<file path="config.mk">
export PLATFORM = sky130hd
export DESIGN_NAME = lfsr_prng
export DESIGN_NICKNAME = d
export VERILOG_FILES = /design/src/rtl/lfsr_prng.sv
export SDC_FILE = /design/constraint.sdc
export NUM_CORES = 1
export LEC_CHECK = 0
export CAP_MARGIN = 30
export CORE_MARGIN = 2
export CORE_UTILIZATION = 45
export CTS_CLUSTER_SIZE = 10
export DETAILED_ROUTE_END_ITERATION = 8
export GPL_TIMING_DRIVEN = 0
export MAX_ROUTING_LAYER = met4
export PLACE_DENSITY = 0.77
export SKIP_LAST_GASP = 1
export SYNTH_ARGS = -nofsm -noshare
export SYNTH_HDL_FRONTEND = slang
export SYNTH_SLANG_ARGS = --single-unit
</file>
<file path="constraint.sdc">
create_clock -name clk -period 2.9 [get_ports clk]
set_input_delay 0.58 -clock clk [delete_from_list [all_inputs] [get_ports clk]]
set_output_delay 0.58 -clock clk [all_outputs]
set_load 0.1 [all_outputs]
</file>
<file path="src/rtl/lfsr_prng.sv">
`default_nettype none
// ============================================================================
//  Module      : lfsr_prng
//  Description : Parametrised Fibonacci LFSR pseudo-random generator with a
//                seed handshake, warm-up discard, multi-step unrolled advance,
//                zero-seed guard and a valid/ready output stream.
//                Optional build macro: LFSR_PRNG_FREERUN_EN (when defined the
//                LFSR advances every cycle in WARMUP and RUN, independent of
//                consumption).
//  Revision    : 1.0 - initial release
// ============================================================================
module lfsr_prng #(
    parameter int          WIDTH        = 32,
    parameter int          STEPS        = 1,
    parameter int          OUT_WIDTH    = 32,
    parameter int          WARMUP       = 0,
    parameter logic [63:0] DEFAULT_SEED = 64'd1
) (
    input  logic                 clk,
    input  logic                 reset,
    input  logic [WIDTH-1:0]     seed,
    input  logic                 seed_valid,
    output logic                 seed_ready,
    output logic [OUT_WIDTH-1:0] rand_out,
    output logic                 rand_valid,
    input  logic                 rand_ready
);

    // Elaboration-time parameter legality checks
    if (!(WIDTH == 4 || WIDTH == 8 || WIDTH == 16 || WIDTH == 32 || WIDTH == 64)) begin : g_bad_width
        $error("lfsr_prng: WIDTH must be 4, 8, 16, 32 or 64");
    end
    if (STEPS < 1 || STEPS > WIDTH) begin : g_bad_steps
        $error("lfsr_prng: STEPS must be in 1..WIDTH");
    end
    if (OUT_WIDTH < 1 || OUT_WIDTH > WIDTH) begin : g_bad_out_width
        $error("lfsr_prng: OUT_WIDTH must be in 1..WIDTH");
    end
    if (WARMUP < 0 || WARMUP > 255) begin : g_bad_warmup
        $error("lfsr_prng: WARMUP must be in 0..255");
    end
    if (DEFAULT_SEED[WIDTH-1:0] == '0) begin : g_bad_default_seed
        $error("lfsr_prng: DEFAULT_SEED must be nonzero in the low WIDTH bits");
    end

    // Feedback tap masks; the XOR of the masked bits becomes the new bit 0
    localparam logic [63:0] c_TAPS64 =
        (WIDTH == 4)  ? 64'h0000_0000_0000_000C :
        (WIDTH == 8)  ? 64'h0000_0000_0000_00B8 :
        (WIDTH == 16) ? 64'h0000_0000_0000_D008 :
        (WIDTH == 32) ? 64'h0000_0000_8020_0003 :
                        64'hD800_0000_0000_0000;
    localparam logic [WIDTH-1:0] c_TAPS      = c_TAPS64[WIDTH-1:0];
    localparam logic [WIDTH-1:0] c_DEF_SEED  = DEFAULT_SEED[WIDTH-1:0];
    localparam logic [7:0]       c_WARMUP    = WARMUP[7:0];

    typedef enum logic [1:0] {
        S_UNSEEDED = 2'd0,
        S_WARMUP   = 2'd1,
        S_RUN      = 2'd2
    } state_t;

    state_t                 r_fsm;
    state_t                 w_fsm_next;
    logic [WIDTH-1:0]       r_state;
    logic [WIDTH-1:0]       w_state_next;
    logic [7:0]             r_count;
    logic [7:0]             w_count_next;
    logic [OUT_WIDTH-1:0]   r_rand_out;
    logic [OUT_WIDTH-1:0]   w_rand_out_next;

    logic [WIDTH-1:0]       w_lfsr_adv;
    logic [WIDTH-1:0]       w_seed_val;
    logic                   w_seed_acc;
    logic                   w_rand_hs;
    logic                   w_adv_en;
    logic [OUT_WIDTH-1:0]   w_hs_word;

    // STEPS single shifts unrolled into one combinational advance
    function automatic logic [WIDTH-1:0] lfsr_advance(input logic [WIDTH-1:0] s);
        logic [WIDTH-1:0] v;
        v = s;
        for (int i = 0; i < STEPS; i++) begin
            v = {v[WIDTH-2:0], ^(v & c_TAPS)};
        end
        return v;
    endfunction

    assign w_lfsr_adv = lfsr_advance(r_state);
    assign w_seed_val = (seed == '0) ? c_DEF_SEED : seed;

    // Handshake flags come straight from registered state
    assign seed_ready = (r_fsm != S_WARMUP);
    assign rand_valid = (r_fsm == S_RUN);
    assign rand_out   = r_rand_out;
    assign w_seed_acc = seed_valid & seed_ready;
    assign w_rand_hs  = rand_valid & rand_ready;

`ifdef LFSR_PRNG_FREERUN_EN
    // Free-running: advance every active cycle; a handshake captures the
    // state present at the edge so words stay fresh without extra logic depth
    assign w_adv_en  = (r_fsm == S_WARMUP) || (r_fsm == S_RUN);
    assign w_hs_word = r_state[OUT_WIDTH-1:0];
`else
    // Consumption-gated: advance only while discarding warm-up words and on
    // handshakes, so every sequence value is delivered exactly once
    assign w_adv_en  = ((r_fsm == S_WARMUP) && (r_count != 8'd0)) ||
                       ((r_fsm == S_RUN) && w_rand_hs);
    assign w_hs_word = w_lfsr_adv[OUT_WIDTH-1:0];
`endif

    // Next-state and datapath selection; a seed accept overrides everything
    always_comb begin
        w_fsm_next      = r_fsm;
        w_state_next    = w_adv_en ? w_lfsr_adv : r_state;
        w_count_next    = r_count;
        w_rand_out_next = r_rand_out;
        unique case (r_fsm)
            S_WARMUP: begin
                if (r_count == 8'd0) begin
                    w_fsm_next      = S_RUN;
                    w_rand_out_next = r_state[OUT_WIDTH-1:0];
                end else begin
                    w_count_next    = r_count - 8'd1;
                end
            end
            S_RUN: begin
                if (w_rand_hs) begin
                    w_rand_out_next = w_hs_word;
                end
            end
            default: begin
            end
        endcase
        if (w_seed_acc) begin
            w_state_next = w_seed_val;
            w_count_next = c_WARMUP;
            w_fsm_next   = S_WARMUP;
        end
    end

    // State registers with synchronous reset taking priority
    always_ff @(posedge clk) begin
        if (reset) begin
            r_fsm      <= S_UNSEEDED;
            r_state    <= c_DEF_SEED;
            r_count    <= 8'd0;
            r_rand_out <= '0;
        end else begin
            r_fsm      <= w_fsm_next;
            r_state    <= w_state_next;
            r_count    <= w_count_next;
            r_rand_out <= w_rand_out_next;
        end
    end

endmodule
`default_nettype wire
</file>
## Word-level counts from Yosys, hierarchy flattened

Index checks and enable logic that the tools add are counted.

| operators by class | value |
|---|---|
| $mul | 0 |
| order comparisons | 0 |
| add/subtract/negate cells | 1 |
| reduce and logical (&&, ||, !) cells | 16 |
| muxes and demuxes | 9 |
| shift-type cells | 0 |
| bitwise logic cells | 3 |
| equal/unequal tests | 5 |
| divide/modulo/power cells | 0 |

Operator list:

| kind | number |
|---|---|
| two-way mux 32 bit | 5 |
| case mux 32 bit (2 select lines) | 1 |
| zero test 32 bit | 1 |
| XOR reduction 32 bit | 1 |
| zero test 8 bit | 1 |
| nonzero test 2 bit | 4 |
| nonzero test 8 bit | 1 |
| subtractor 8 x 1 -> 8 bit, second input constant | 1 |
| inequality test 2 x 1 -> 1 bit, second input constant | 3 |
| AND reduction 2 bit | 3 |
| two-way mux 1 bit | 3 |
| AND reduction 3 bit | 1 |
| AND 1 bit | 2 |
| == test 2 x 1 -> 1 bit, second input constant | 1 |
| == test 2 bit, second input constant | 1 |
| logical AND 1 bit | 2 |
| OR reduction 2 bit | 1 |
| logical OR 1 bit | 1 |
| NOT 1 bit | 1 |

| word-level totals | value |
|---|---|
| output and inout port bits | 34 |
| bits of input ports | 36 |
| memories | 0 |
| bits in latches | 0 |
| RAM bits | 0 |
| word-level logic and storage cells | 39 |
| bits in registers | 74 |
| ROM bits | 0 |

## Logic depth before layout (Yosys ltp)

| logic depth | value |
|---|---|
| depth in word-level cells | 6 |
| gate-level depth with buffers | 9 |
| mapped depth without buffers | 6 |

## Least setup slack after synthesis

Ideal clock, no wire load.

| path | value |
|---|---|
| kind | reg2reg |
| from | reg r_fsm[0] |
| to | reg r_state[10] |
| clock period less this slack | 2.410 ns |
| path buffers | 2 |
| library setup time | 0.119 ns |
| slack | 0.490 ns |
| cell stages (with the launch flop) | 9 |
| arrival time | 2.291 ns |
| data required time | 2.781 ns |
| path through | dfxtp_1 -> inv_1 -> ha_1 -> clkbuf_1 -> inv_1 -> nor3_1 -> nor2_2 -> buf_4 -> o221a_1 |

| on the way | value |
|---|---|
| cells in the longest elaborated chain, start to end | 5 |
| elaborated cells between the ends (all ways) | 10 |
| classes of those cells | eq/ne (3); mux (1); bitwise (2); reduce/logical (4) |

Ends and longest elaborated chain:

| what | line | source |
|---|---|---|
| start, declared | 63 | `state_t r_fsm;` |
| start signal, assigned | 150 | `r_fsm <= w_fsm_next;` |
| == test 2 bit * | 94 | `assign rand_valid = (r_fsm == S_RUN);` |
| named net rand_valid | 25 | `output logic rand_valid,` |
| AND 1 bit | 97 | `assign w_rand_hs = rand_valid & rand_ready;` |
| logical AND 1 bit * | 108 | `((r_fsm == S_RUN) && w_rand_hs);` |
| logical OR 1 bit * | 107 | `assign w_adv_en = ((r_fsm == S_WARMUP) && (r_count != 8'd0)) \|\|` |
| nonzero test 2 bit (no line) * | n/a |  |
| end signal, assigned | 146 | `r_state <= c_DEF_SEED;` |
| end signal, assigned | 151 | `r_state <= w_state_next;` |
| end, declared | 65 | `logic [WIDTH-1:0] r_state;` |

The timed path passes the listed nets; every way through them passes the cells marked *.
A chain may end at the register's enable or synchronous reset.

## Worst setup path after layout

| path | value |
|---|---|
| from | reg r_fsm[1] |
| to | out seed_ready |

| on the way | value |
|---|---|
| cells in the longest elaborated chain, start to end | 1 |

Ends and longest elaborated chain:

| what | line | source |
|---|---|---|
| inequality test 2 x 1 -> 1 bit | 93 | `assign seed_ready = (r_fsm != S_WARMUP);` |
| end, declared | 23 | `output logic seed_ready,` |

No other way between the ends.

==> flow_metrics.env <==
export IMPL_dieHeight_microns=91.76
export IMPL_grt_pass1_vias=3017
export IMPL_worstPathMaxFanout=10
export IMPL_io_pins=70
export IMPL_place_area_sq_um=4274
export IMPL_ys_seq_elements=74
export IMPL_worst_slew_pin_slew_ps=990.0
export IMPL_ctsHoldBuffers=0
export IMPL_holdPathStages=2
export IMPL_fin_crit_sh=0.9181
export IMPL_synth_area_mux_share=0.08953
export IMPL_synth_ff_type="dfxtp_1"
export IMPL_h_tree_depth=3
export IMPL_viasPerCell=5.671
export IMPL_firstDrtPassIters=5
export IMPL_cap_viol_max_count=0
export IMPL_gp_congestion=0.8318
export IMPL_top_usage_layer="met2"
export IMPL_clk_latency_ps=350
export IMPL_io_buffer_count=68
export IMPL_p_per_area_nw_per_um2=804.5
export IMPL_seq_area_frac_synth=0.4274
export IMPL_status="completed"
export IMPL_syn_nets=414
export IMPL_period_needed_ps=2663
export IMPL_ant_nets=0
export IMPL_startpoint="r_fsm[1]"
export IMPL_ir_drop_uv=509.5
export IMPL_setup_viol=0
export IMPL_hpwl_microns=6242
export IMPL_grt_max_degree=13
export IMPL_first_iter_violations=164
export IMPL_finalWirelength_microns=8734
export IMPL_synth_distinct_cells=39
export IMPL_maxSlewViolCount=0
export IMPL_grtUsageMet2=0.3511
export IMPL_synth_simple_area_share=0.1354
export IMPL_drc=0
export IMPL_die_w_microns=91.76
export IMPL_core_area_sq_um=7607
export IMPL_ys_warn_count=0
export IMPL_worstPathArrival_ps=2080
export IMPL_multi_input_area_sq_um=1773
export IMPL_synth_compound_area_share=0.2520
export IMPL_crit_chain="inv_1 -> ha_1 -> clkbuf_1 -> inv_1 -> dlygate4sd2_1"
export IMPL_grtUsageMet1=0.2747
export IMPL_slowest_stage="dlygate4sd2_1"
export IMPL_clock_fmax_ghz=0.3756
export IMPL_rr_startpoint="r_count[0]"
export IMPL_cts_tree="yes"
export IMPL_antenna_found_initial=0
export IMPL_ctsResizeCount=1
export IMPL_critPathCaptureType="output pin"
export IMPL_synth_async_reset_ratio=0
export IMPL_synthCells=374
export IMPL_slowest_delay_ps=850
export IMPL_syn_avg_cell_area_sq_um=9.267
export IMPL_stdcell_area_sq_um=4493
export IMPL_ctsRootBufferMaster="clkbuf_8"
export IMPL_wl_per_cell_microns=15.60
export IMPL_regArea_sq_um=1481
export IMPL_drive_above_1_share=0.08079
export IMPL_worst_path_most_repeated_cell="inv_1"
export IMPL_finalSetupTns_ps=0
export IMPL_clock_path_buffers=2
export IMPL_rsz0062_at_grt="no"
export IMPL_grt_use_total=0.2188
export IMPL_start_util=0.4556
export IMPL_met3_usage=0.02958
export IMPL_r2r_slack_ps=570
export IMPL_final_net_count=493
export IMPL_synth_edf_count=0
export IMPL_synth_area_sq_um=3466
export IMPL_hold_violations=0
export IMPL_final_cell_mix="nor2_1, dfxtp_1, clkdlybuf4s50_1"
export IMPL_clk_pin_slew_ps=70
export IMPL_cts_sinks=74
export IMPL_post_cts_buffers=0
export IMPL_ff2ff_path_depth=9
export IMPL_syn_to_final_growth_pct=29.64
export IMPL_synth_top_family_by_area="compound AO/OA/AOI/OAI gates"
export IMPL_slew_headroom=0.3379
export IMPL_diodes=0
export IMPL_fin_skew_ps=10.27
export IMPL_synthAdderAreaFrac=0.01444
export IMPL_required_ps=2320
export IMPL_vias=3176
export IMPL_min_path_type="flop to flop"
export IMPL_synth_xor_area_share=0.02022
export IMPL_numCtsBuffers=9
export IMPL_path_class="flop to output pin"
export IMPL_p_leak_nw=1.539
export IMPL_critical_path_startpoint_type="flop"
export IMPL_grt_overflow=0
export IMPL_die_area_sq_um=8420
export IMPL_grt_pass1_wl_microns=14200
export IMPL_fillers=677
export IMPL_num_rows=32
export IMPL_worstHoldStart="rand_out[0]"
==> path summary, 6_finish.rpt <==
kind | to
worst max register to register | rand_out[25]
worst min-delay path | rand_out[0]
worst max-delay path | seed_ready
worst min register to register | rand_out[0]
==> flip-flops by register name, summed over array words and instances, names as in the netlist <==
signal    flops
r_count       8
r_state      32
r_fsm         2
rand_out     32
==> per-layer routing <==
metal / vias up / part of all wire
met4: 0 / 0.023
met3: 19 / 0.046
li1: 1545 / -
met5: - / 0
met2: 99 / 0.49
met1: 1513 / 0.45
==> critical path, delay by kind of cell (launching register included) <==
kind       cells  cell delay, ps
fa+ha+maj      1             180
buf+inv        4            1210
flops          1             350
==> logic make-up (layout without fill, tap and decap cells) <==
kind of cell | Yosys count | in the layout
and+or+nand+nor | 102 | 102
xor gates and xnor gates | 8 | 8
DFF | 74 | 74
adders and majority gates | 4 | 4
AOI/OAI and AO/OA | 112 | 112
muxes | 31 | 31
buffers and inverters | 43 | 127
==> cells in the mapped netlist (all sizes together), types with 2 or more instances <==
| library cell | instances | area share |
|---|---|---|
| nor2 | 75 | 0.082 |
| dfxtp | 74 | 0.43 |
| a21oi | 35 | 0.051 |
| a211oi | 32 | 0.069 |
| mux2i | 31 | 0.090 |
| o221a | 31 | 0.10 |
| clkbuf | 20 | 0.022 |
| buf | 14 | 0.030 |
| inv | 9 | 0.0097 |
| nor4 | 6 | 0.015 |
| o21ai | 5 | 0.0083 |
| xor2 | 5 | 0.013 |
| ha | 4 | 0.014 |
| or4 | 4 | 0.0097 |
| nand2 | 3 | 0.0032 |
| nor3 | 3 | 0.0043 |
| o2111ai | 3 | 0.0076 |
| xnor2 | 3 | 0.0076 |
| and2 | 2 | 0.0036 |
| o211ai | 2 | 0.0043 |
| or3 | 2 | 0.0036 |
==> metrics by stage <==
stage	hold WS (ps)	util	total power, mW	instances	setup slack [ps]
floorplan	483.6	-	2.388	374	490.1
global placement	489.7	0.5618	2.719	544	328.5
detailed placement	484.0	0.5618	2.742	544	316.5
CTS	504.0	0.5906	3.623	560	221.1
global route	525.9	0.5906	3.760	560	152.6
finish	505.6	0.5906	3.615	560	237.4
==> power breakdown <==
group | internal [mW] | switching [mW]
Clock | 0.509 | 0.387
Sequential | 1.18 | 0.123
Combinational | 0.420 | 0.998
==> layout make-up <==
type                    count  area share
inverters                   9    0.007519
multi-input cells         257      0.3946
clock buffers              12     0.03230
well taps                 102     0.02840
clock inverters             4     0.01671
plain buffers              34     0.03954
repair buffers             68      0.1512
flip-flops and latches     74      0.3297
Note: power is estimated with default switching activity, not from simulation.
